$ cat config.mk
export PLATFORM = sky130hd
export DESIGN_NAME = fp_mult_arbiter
export DESIGN_NICKNAME = d
export VERILOG_FILES = /design/src/rtl/fp_mult_arbiter_pkg.sv /design/src/rtl/fp_mult_arbiter_fp_mult.sv /design/src/rtl/fp_mult_arbiter_rr_pick.sv /design/src/rtl/fp_mult_arbiter.sv
export SDC_FILE = /design/constraint.sdc
export NUM_CORES = 2
export LEC_CHECK = 0
export CAP_MARGIN = 20
export CELL_PAD_IN_SITES_DETAIL_PLACEMENT = 0
export CELL_PAD_IN_SITES_GLOBAL_PLACEMENT = 1
export CORE_ASPECT_RATIO = 1.1
export CORE_MARGIN = 3
export CORE_UTILIZATION = 47
export CTS_CLUSTER_DIAMETER = 200
export CTS_CLUSTER_SIZE = 12
export DETAILED_ROUTE_END_ITERATION = 7
export GPL_TIMING_DRIVEN = 0
export PLACE_DENSITY_LB_ADDON = 0.1
export SLEW_MARGIN = 20
export SYNTH_ARGS = -nofsm -noshare
export SYNTH_HDL_FRONTEND = slang
export SYNTH_HIERARCHICAL = 1
export SYNTH_SLANG_ARGS = --single-unit
$ cat constraint.sdc
create_clock -name clk -period 24 [get_ports clk]
set_input_delay 7.2 -clock clk [delete_from_list [all_inputs] [get_ports clk]]
set_output_delay 7.2 -clock clk [all_outputs]
set_load 0.005 [all_outputs]
$ cat src/rtl/fp_mult_arbiter_pkg.sv
// ============================================================================
// Module  : fp_mult_arb_pkg
// Purpose : Shared types and constants for the fp_mult round-robin arbiter.
// Revision: 1.0 - initial release
// ============================================================================
`default_nettype none

package fp_mult_arb_pkg;

  typedef enum logic [1:0] {
    IDLE = 2'd0,
    EXEC = 2'd1,
    RESP = 2'd2
  } arb_state_t;

  localparam int STATUS_W  = 8;
  localparam int ZERO_B    = 0;
  localparam int INF_B     = 1;
  localparam int NAN_B     = 2;
  localparam int TINY_B    = 3;
  localparam int HUGE_B    = 4;
  localparam int INEXACT_B = 5;

  // Rounding mode encodings.
  localparam logic [2:0] RND_RNE = 3'd0;
  localparam logic [2:0] RND_RTZ = 3'd1;
  localparam logic [2:0] RND_RDN = 3'd2;
  localparam logic [2:0] RND_RUP = 3'd3;
  localparam logic [2:0] RND_RMM = 3'd4;

  typedef struct packed {
    logic [31:0] a;
    logic [31:0] b;
    logic [2:0]  rnd;
  } fpm_req_t;

endpackage

`default_nettype wire

$ cat src/rtl/fp_mult_arbiter_fp_mult.sv
// ============================================================================
// Module  : fp_mult
// Purpose : Combinational IEEE-754 single multiply with rounding and status.
// Revision: 1.0 - initial release
// ============================================================================
`default_nettype none

module fp_mult
  import fp_mult_arb_pkg::*;
(
  input  logic                clk,
  input  logic                rst,
  input  logic [31:0]         a_i,
  input  logic [31:0]         b_i,
  input  logic [2:0]          rnd_i,
  output logic [31:0]         z_o,
  output logic [STATUS_W-1:0] status_o
);

  logic unused_clk_rst;
  assign unused_clk_rst = clk ^ rst;

  logic        w_sign, w_a_nan, w_b_nan, w_a_inf, w_b_inf, w_a_zero, w_b_zero;
  logic [7:0]  w_ea, w_eb;
  logic [23:0] w_ma, w_mb, w_mant;
  logic [47:0] w_prod, w_norm;
  logic [5:0]  w_lz;
  logic [95:0] w_wide;
  logic        w_guard, w_sticky, w_inc, w_to_inf, w_ovf;
  logic [33:0] w_mag;
  int          w_exp, w_sh;

  always_comb begin
    w_sign   = a_i[31] ^ b_i[31];
    w_a_nan  = (&a_i[30:23]) && (|a_i[22:0]);
    w_b_nan  = (&b_i[30:23]) && (|b_i[22:0]);
    w_a_inf  = (&a_i[30:23]) && !(|a_i[22:0]);
    w_b_inf  = (&b_i[30:23]) && !(|b_i[22:0]);
    w_a_zero = !(|a_i[30:0]);
    w_b_zero = !(|b_i[30:0]);
    w_ea     = (|a_i[30:23]) ? a_i[30:23] : 8'd1;
    w_eb     = (|b_i[30:23]) ? b_i[30:23] : 8'd1;
    w_ma     = {|a_i[30:23], a_i[22:0]};
    w_mb     = {|b_i[30:23], b_i[22:0]};
    w_prod   = {24'd0, w_ma} * {24'd0, w_mb};
    w_lz     = '0;
    for (int i = 0; i < 48; i++) begin
      if (w_prod[i]) w_lz = 6'(47 - i);
    end
    w_norm   = w_prod << w_lz;
    w_exp    = int'(w_ea) + int'(w_eb) - 126 - int'(w_lz);
    // Results below the normal range are denormalised with exponent pinned at 1.
    w_sh     = (w_exp < 1) ? (((1 - w_exp) > 49) ? 49 : (1 - w_exp)) : 0;
    w_wide   = {w_norm, 48'd0} >> w_sh;
    w_mant   = w_wide[95:72];
    w_guard  = w_wide[71];
    w_sticky = |w_wide[70:0];
    case (rnd_i)
      RND_RTZ: w_inc = 1'b0;
      RND_RDN: w_inc = (w_guard | w_sticky) & w_sign;
      RND_RUP: w_inc = (w_guard | w_sticky) & ~w_sign;
      RND_RMM: w_inc = w_guard;
      default: w_inc = w_guard & (w_sticky | w_mant[0]);
    endcase
    case (rnd_i)
      RND_RTZ: w_to_inf = 1'b0;
      RND_RDN: w_to_inf = w_sign;
      RND_RUP: w_to_inf = ~w_sign;
      default: w_to_inf = 1'b1;
    endcase
    // (exp-1)<<23 plus the mantissa with hidden bit lets carries ripple into the exponent.
    w_mag = (34'((w_exp < 1) ? 0 : (w_exp - 1)) << 23) + 34'(w_mant) + 34'(w_inc);
    w_ovf = (w_mag >= 34'h07F800000);

    z_o      = '0;
    status_o = '0;
    if (w_a_nan || w_b_nan || (w_a_inf && w_b_zero) || (w_a_zero && w_b_inf)) begin
      z_o             = 32'h7FC00000;
      status_o[NAN_B] = 1'b1;
    end else if (w_a_inf || w_b_inf) begin
      z_o             = {w_sign, 31'h7F800000};
      status_o[INF_B] = 1'b1;
    end else if (w_a_zero || w_b_zero) begin
      z_o              = {w_sign, 31'd0};
      status_o[ZERO_B] = 1'b1;
    end else if (w_ovf) begin
      z_o                 = w_to_inf ? {w_sign, 31'h7F800000} : {w_sign, 31'h7F7FFFFF};
      status_o[HUGE_B]    = 1'b1;
      status_o[INEXACT_B] = 1'b1;
      status_o[INF_B]     = w_to_inf;
    end else begin
      z_o                 = {w_sign, w_mag[30:0]};
      status_o[ZERO_B]    = (w_mag[30:0] == 31'd0);
      status_o[TINY_B]    = (w_exp < 1);
      status_o[INEXACT_B] = w_guard | w_sticky;
    end
  end

endmodule

`default_nettype wire

$ cat src/rtl/fp_mult_arbiter_rr_pick.sv
// ============================================================================
// Module  : rr_pick
// Purpose : Combinational round-robin selector starting after last_i.
// Revision: 1.0 - initial release
// ============================================================================
`default_nettype none

module rr_pick #(
  parameter int N_REQ = 4,
  parameter int ID_W  = $clog2(N_REQ)
) (
  input  logic [N_REQ-1:0] req_i,
  input  logic [ID_W-1:0]  last_i,
  output logic [ID_W-1:0]  idx_o,
  output logic             any_o
);

  logic [ID_W-1:0] w_j;

  // Scan farthest-first so the nearest requester after last_i wins.
  always_comb begin
    idx_o = '0;
    w_j   = '0;
    any_o = |req_i;
    for (int k = N_REQ; k >= 1; k--) begin
      w_j = ID_W'((int'(last_i) + k) % N_REQ);
      if (req_i[w_j]) idx_o = w_j;
    end
  end

endmodule

`default_nettype wire

$ cat src/rtl/fp_mult_arbiter.sv
// ============================================================================
// Module  : fp_mult_arbiter
// Purpose : Round-robin sharing of one fp_mult among N_REQ requesters.
//           Optional per-requester sticky status under FPM_ARB_STICKY_EN.
// Revision: 1.0 - initial release
// ============================================================================
`default_nettype none

module fp_mult_arbiter
  import fp_mult_arb_pkg::*;
#(
  parameter int N_REQ = 4
) (
  input  logic                         clk,
  input  logic                         rst,
  input  logic [N_REQ-1:0]             req_valid,
  output logic [N_REQ-1:0]             req_ready,
  input  logic [N_REQ*32-1:0]          req_a,
  input  logic [N_REQ*32-1:0]          req_b,
  input  logic [N_REQ*3-1:0]           req_rnd,
  output logic                         rsp_valid,
  input  logic                         rsp_ready,
  output logic [$clog2(N_REQ)-1:0]     rsp_id,
  output logic [31:0]                  rsp_z,
  output logic [STATUS_W-1:0]          rsp_status,
  output logic                         busy
`ifdef FPM_ARB_STICKY_EN
  ,
  output logic [N_REQ*STATUS_W-1:0]    sticky_status,
  input  logic [N_REQ-1:0]             sticky_clr
`endif
);

  localparam int ID_W = $clog2(N_REQ);

  arb_state_t          state_q, state_d;
  logic [ID_W-1:0]     last_q, id_q, w_pick;
  logic                w_any, w_fire;
  fpm_req_t            op_q;
  logic [31:0]         z_q, w_z;
  logic [STATUS_W-1:0] status_q, w_status;

  rr_pick #(.N_REQ(N_REQ), .ID_W(ID_W)) u_rr_pick (
    .req_i  (req_valid),
    .last_i (last_q),
    .idx_o  (w_pick),
    .any_o  (w_any)
  );

  fp_mult u_fp_mult (
    .clk      (clk),
    .rst      (rst),
    .a_i      (op_q.a),
    .b_i      (op_q.b),
    .rnd_i    (op_q.rnd),
    .z_o      (w_z),
    .status_o (w_status)
  );

  always_ff @(posedge clk or negedge rst) begin
    if (!rst) state_q <= IDLE;
    else      state_q <= state_d;
  end

  always_comb begin
    state_d = state_q;
    unique case (state_q)
      IDLE:    if (w_any) state_d = EXEC;
      EXEC:    state_d = RESP;
      RESP:    if (rsp_ready) state_d = w_any ? EXEC : IDLE;
      default: state_d = IDLE;
    endcase
  end

  // A grant is only visible while out of reset so no requester sees a phantom accept.
  always_comb begin
    w_fire    = rst && w_any && ((state_q == IDLE) || ((state_q == RESP) && rsp_ready));
    req_ready = w_fire ? (N_REQ'(1) << w_pick) : '0;
    rsp_valid = (state_q == RESP);
    busy      = (state_q != IDLE);
  end

  always_ff @(posedge clk or negedge rst) begin
    if (!rst) begin
      last_q   <= ID_W'(N_REQ - 1);
      id_q     <= '0;
      op_q     <= '0;
      z_q      <= '0;
      status_q <= '0;
    end else begin
      if (w_fire) begin
        last_q   <= w_pick;
        id_q     <= w_pick;
        op_q.a   <= req_a[32*w_pick +: 32];
        op_q.b   <= req_b[32*w_pick +: 32];
        op_q.rnd <= req_rnd[3*w_pick +: 3];
      end
      if (state_q == EXEC) begin
        z_q      <= w_z;
        status_q <= w_status;
      end
    end
  end

  assign rsp_id     = id_q;
  assign rsp_z      = z_q;
  assign rsp_status = status_q;

`ifdef FPM_ARB_STICKY_EN
  logic [N_REQ*STATUS_W-1:0] sticky_q;

  always_ff @(posedge clk or negedge rst) begin
    if (!rst) begin
      sticky_q <= '0;
    end else begin
      for (int i = 0; i < N_REQ; i++) begin
        if (sticky_clr[i])
          sticky_q[i*STATUS_W +: STATUS_W] <= '0;
        else if (rsp_valid && rsp_ready && (id_q == ID_W'(i)))
          sticky_q[i*STATUS_W +: STATUS_W] <= sticky_q[i*STATUS_W +: STATUS_W] | status_q;
      end
    end
  end

  assign sticky_status = sticky_q;
`endif

endmodule

`default_nettype wire

== Word level (Yosys, flattened, before mapping) ==
Cells that the tools add are included.

* Register bits after elaboration: 111
* Input port bits: 275
* Output and inout port bits: 48
* Logic and storage cells: 173

* $add $sub $neg: 11
* Multiply operators: 2
* Magnitude comparators: 7
* Eq/ne operators: 8
* Shift operators: 6
* Multiplexer cells: 91
* Bitwise gates (word level): 7
* Reduce and logical (&&, ||, !) cells: 33

{| class="wikitable"
|+ Operators by type and width
! cell !! number
|-
| $mux 6 || 48
|-
| $shiftx 128x8->32 || 2
|-
| $mux 32 || 3
|-
| $shr 96x32->96 || 1
|-
| $mux 31 || 3
|-
| $reduce_or 71->1 || 1
|-
| $reduce_or 31->1 || 2
|-
| $mul 24x24->48 || 1
|-
| $shl 48x6->48 || 1
|-
| $reduce_or 23->1 || 2
|-
| $add 34x1->34 || 1
|-
| $add 34x24->34 || 1
|-
| $ge 34x31->1 const B || 1
|-
| $gt 32x7->1 const B || 1
|-
| $lt 32x2->1 const B || 1
|-
| $sub 2x32->32 const A || 1
|-
| $sub 32x7->32 || 1
|-
| $sub 32x8->32 const B || 1
|-
| $logic_not 31->1 || 1
|-
| $mux 24 || 1
|-
| $mux 8 || 2
|-
| $reduce_and 8->1 || 2
|-
| $reduce_or 8->1 || 2
|-
| $mux 1 || 15
|-
| other kinds (34) || 70
|}

== Logic depth before layout (Yosys ltp) ==
* Depth after elaboration: 66
* Depth in mapped cells: 82
* Mapped depth without buffers: 69

== Cells and area by module ==
The synthesis kept the hierarchy.

{| class="wikitable"
|+ By module, submodules not included
! module !! instances !! cells an instance !! area an instance (um^2) !! seq. area each (um^2)
|-
| fp_mult || 1 || 4186 || 32174.6 || 0.0
|-
| fp_mult_arbiter || 1 || 332 || 5861.9 || 2830.2
|-
| rr_pick || 1 || 14 || 91.3 || 0.0
|}

== Worst setup path before layout ==
No wires, ideal clock.

* Path type: flip-flop to flip-flop
* Start point: register op_q[59] (netlist name)
* End point: register z_q[22] (netlist: rsp_z[22])
* Setup time: 128 ps
* Data arrival time: 17122 ps
* Required time: 23872 ps
* Slack: 6751 ps
* Cell stages (with the launch flop): 76
* Path buffers: 13
* Clock period less this slack: 17249 ps
* Cell sequence: dfrtp_1 -> nor4_1 -> nand2_1 -> clkbuf_1 -> and2_1 -> fa_1 -> inv_1 -> fa_1 -> fa_1 -> fa_1 -> fa_1 -> fa_1 -> fa_1 -> inv_1 -> ha_1 -> a21oi_1 -> o21ai_1 -> a21oi_1 -> (+40 left out) -> a31oi_1 -> a221oi_1 -> nand4_1 -> o41ai_1 -> a31oi_1 -> o21ba_2 -> a2bb2oi_1 -> ha_1 -> o211ai_1 -> or4b_4 -> or2_1 -> o21ai_4 -> a21boi_1 -> o2111a_1 -> buf_4 -> o211a_1 -> a311o_1 -> mux2_1

* Cells in the longest elaborated chain, start to end: 43
* Elaborated cells between the ends (all ways): 66
* Classes of those cells: add/sub: 7; mul: 1; order compare: 3; shift: 2; mux: 34; bitwise: 5; reduce/logical: 14

{| class="wikitable"
|+ Ends and longest elaborated chain
! what !! RTL line !! text
|-
| start, declared || fp_mult_arbiter.sv:39 || <nowiki>fpm_req_t op_q;</nowiki>
|-
| branches (longest 42 deep; another with $mul 24x24->48) || -- ||
|-
| $mux 32 (*) || fp_mult_arbiter_fp_mult.sv:77 || <nowiki>if (w_a_nan || w_b_nan || (w_a_inf && w_b_zero) || (w_a_zero && w_b_inf)) begin</nowiki>
|-
| net w_z[22] || fp_mult_arbiter.sv:40 || <nowiki>logic [31:0] z_q, w_z;</nowiki>
|-
| end signal, assigned || fp_mult_arbiter.sv:99 || <nowiki>z_q <= w_z;</nowiki>
|-
| end, declared || fp_mult_arbiter.sv:40 ||
|}

Mark *: on every way through the listed nets, which the timed path passes.
A chain may end at the register's enable or synchronous reset.

== Worst setup path in the final report ==
* Start point: register op_q[62] (netlist name)
* End point: register status_q[5] (netlist: rsp_status[5])

* Cells in the longest elaborated chain, start to end: 43
* Elaborated cells between the ends (all ways): 66
* Classes of those cells: add/sub: 7; mul: 1; order compare: 3; shift: 2; mux: 34; bitwise: 5; reduce/logical: 14

{| class="wikitable"
|+ Ends and longest elaborated chain
! what !! RTL line !! text
|-
| branches (longest 42 deep; another with $mul 24x24->48) || -- ||
|-
| $mux 3 (*) || fp_mult_arbiter_fp_mult.sv:77 ||
|-
| net w_status[5] || fp_mult_arbiter.sv:41 || <nowiki>logic [STATUS_W-1:0] status_q, w_status;</nowiki>
|-
| end signal, assigned || fp_mult_arbiter.sv:100 || <nowiki>status_q <= w_status;</nowiki>
|-
| end, declared || fp_mult_arbiter.sv:41 ||
|}

Marks and branches as above.

==> run summary <==
TNS Setup = 0 ns
drt initial violations = 3517
syn_area_per_cell = 8.41 um^2
Syn. warnings = 6
Crit. Startpoint = op_q[62]$_DFFE_PN0P_
Yosys cell types = 131
critical path depth = 76
H-Tree Depth = 4
P&R area growth vs syn = 13.7%
CTS tree = built
vias in the first global route = 37900
most common cell after layout, fill and taps aside = inv_1
worst r2r dst = rsp_status[5]$_DFFE_PN0N_
R2R depth = 76
Synth Flop Type = dfrtp_1
WL final = 162000 um
Port Buffers = 322
CP max stage delay = 0.60 ns
Post-Synth Adder-Cell Area = 32.1%
R2R setup slack = 1.24 ns
CTS resizes = 0
Crit-path slowest cell = clkbuf_1
Worst slew margin = 19.1%
largest net degree at the start of global routing = 78
Final Max Slew Viols = 0
wire length of the first global-routing pass = 241000 um
Synth Area in XOR/XNOR = 2.19%
Reg clk slew, reported paths = 0.07 ns
Period minus WS final = 22.76 ns
Seq/Total Area, Yosys = 7.42%
critical path required time = 24.35 ns
asr flop ratio synth = 100%
Max Freq = 0.0439 GHz
FP Rows = 108
Layout Nets = 5840
RSZ-0062 raised after global routing = false
largest family of logic cells by synthesized area = adder cells
share of cells above drive strength 1 = 8.69%
Setup crit end kind = register
initial antenna violation count = 4
hold path depth = 1
FILL cells = 7615
Die Ht = 305 um
Final Skew = 0.0210 ns
most frequent cells in the layout = 576 x inv_1, 552 x and2_1, 484 x fa_1
Initial Utilization = 47.9%
Antenna Violating Nets Remaining = 0
number of synthesized flops with an enable pin = 0
Vias = 37200
Reg area = 2830 um^2
crit path max fanout = 10
routability cong. = 1.05
max_cap viols = 0
Tcrit/Tclk final = 94.8%
Die ar. = 84600 um^2
DP HPWL = 134000 um
Setup crit end = rsp_status[5]$_DFFE_PN0N_
post-CTS setup buffer count = 0
Startpoint Class = register
Final Hold Fails = 0
worst min path class = register to register
Simple-Gate Fraction of Synth Area = 22.4%
Post-Syn Area = 38100 um^2
core box area = 79600 um^2
Synth Area in Compound Gates = 17.3%
clock sink count = 113
Worst Path Arrival = 23.11 ns
GRT Total Usage = 37.5%
Seq cells post-synth = 113
Clock Tree Buf Depth = 2
Worst R2R Start = op_q[62]$_DFFE_PN0P_
Post-CTS Hold Buffers = 0
status = completed
Final setup viols = 0
Worst-Margin Slew = 1.20 ns
post-DR vias/cell = 6.27
CP bufs+invs = 18
grt ovf = 0
Multi-input gate area = 31800 um^2
Residual DRC = 0
Routed wire per std cell = 27.2 um
Root Buffer = clkbuf_16
# IOs = 323
Crit Path Class = register to register
die width = 278 um
Num CTS Buffers = 17
Synth Instances = 4532
worst-skew pair later-pin latency = 0.46 ns
final core utilization = 54.5%
DRT Pass-1 Iters = 8
CP dominant cell by count = fa_1
mux share of post-synthesis cell area = 9.34%
crit-path leading delay family = compound AO/OA/AOI/OAI gates
==> layout make-up <==
type / count / share of cell area [%]
sequential: 113 / 6.53
antenna: 1 / 0.00577
multi-input combinational: 3543 / 73.4
clock inverter: 14 / 0.358
inverter: 582 / 5.04
timing repair buffer: 326 / 7.55
tap: 1045 / 3.02
buffer: 295 / 3.14
clock buffer: 18 / 1.01
==> cell families after synthesis <==
kind of cell               after synthesis
buffers and inverters                  877
muxes                                  253
and+or+nand+nor                       1593
adders and majority gates              687
other                                    1
xor gates and xnor gates                93
DFF                                    113
AOI/OAI and AO/OA                      915
==> sequential cells by signal, indices dropped and copies added, names as in the netlist <==
register    flops
rsp_z          32
last_q          2
rsp_id          2
op_q           67
state_q         2
rsp_status      8
==> metrics by stage <==
step | instance area (um^2) | hold slack [ns] | worst slack, ns | instances
after global placement | 42700 | 0.476 | 1.30 | 5900
after global routing | 43400 | 0.515 | 0.167 | 5936
after floorplan | 38100 | 0.489 | 6.75 | 4533
after detailed placement | 42800 | 0.480 | 1.45 | 5904
after CTS | 43400 | 0.493 | 1.34 | 5936
final | 43400 | 0.490 | 1.24 | 5937
==> how the worst min path moves through the flow <==
stage	end	startpoint	slack (ns)
after global placement	rsp_z[28]$_DFFE_PN0N_	rsp_z[28]$_DFFE_PN0N_	0.48
after detailed placement	rsp_z[25]$_DFFE_PN0N_	rsp_z[25]$_DFFE_PN0N_	0.48
final	rsp_z[3]$_DFFE_PN0N_	rsp_z[3]$_DFFE_PN0N_	0.49
after global routing	rsp_z[17]$_DFFE_PN0N_	rsp_z[17]$_DFFE_PN0N_	0.51
after floorplan	rsp_z[0]$_DFFE_PN0N_	rsp_z[0]$_DFFE_PN0N_	0.49
after CTS	rsp_z[25]$_DFFE_PN0N_	rsp_z[25]$_DFFE_PN0N_	0.49
==> cells in the mapped netlist, types with 17 or more instances <==
cell type	n	area (um^2)
nand4_1	45	282
or3_1	17	106
mux2_1	18	203
o211ai_1	54	405
buf_4	18	135
o21ai_1	40	200
nor3_1	120	601
a211o_1	21	184
dfrtp_1	111	2780
xnor2_1	60	526
mux4_2	69	1550
and2_1	552	3450
a21o_1	25	188
xor2_1	31	272
mux2_2	115	1290
clkbuf_1	188	706
nand2b_1	18	113
inv_1	576	2160
buf_2	65	325
ha_1	203	2540
and3_1	26	163
nor4_1	36	225
fa_1	484	9690
a22oi_1	22	165
a21oi_1	178	891
nand2_1	284	1070
o21a_1	17	128
nor2_1	261	980
a221oi_1	17	149
o31ai_1	28	210
o22ai_1	30	188
a31oi_1	46	288
a211oi_1	49	368
nand3_1	121	606
o21ai_0	130	651
mux2i_1	51	510
==> metal layers <==
| metal | GRT usage, % | part of all wire [%] | vias up |
|---|---|---|---|
| li1 | - | - | 16300 |
| met1 | 46.6 | 39 | 18500 |
| met2 | 62.7 | 47 | 1930 |
| met3 | 5.34 | 7.2 | 521 |
| met4 | 21.0 | 7.1 | 0 |
| met5 | 0 | 0 | - |
==> worst register-to-register path, delay by kind of cell (launching register included) <==
kind,cells,cell delay (ns)
mux,3,0.82
xor+xnor,2,0.67
compound gates,25,5.93
fa+ha+maj,13,5.52
buf+inv,18,5.66
simple gates,15,3.67
flops,1,0.40
Power is left out: the tool's default activity adds up to more than one toggle a clock period on the data nets, which glitch-free logic cannot reach.
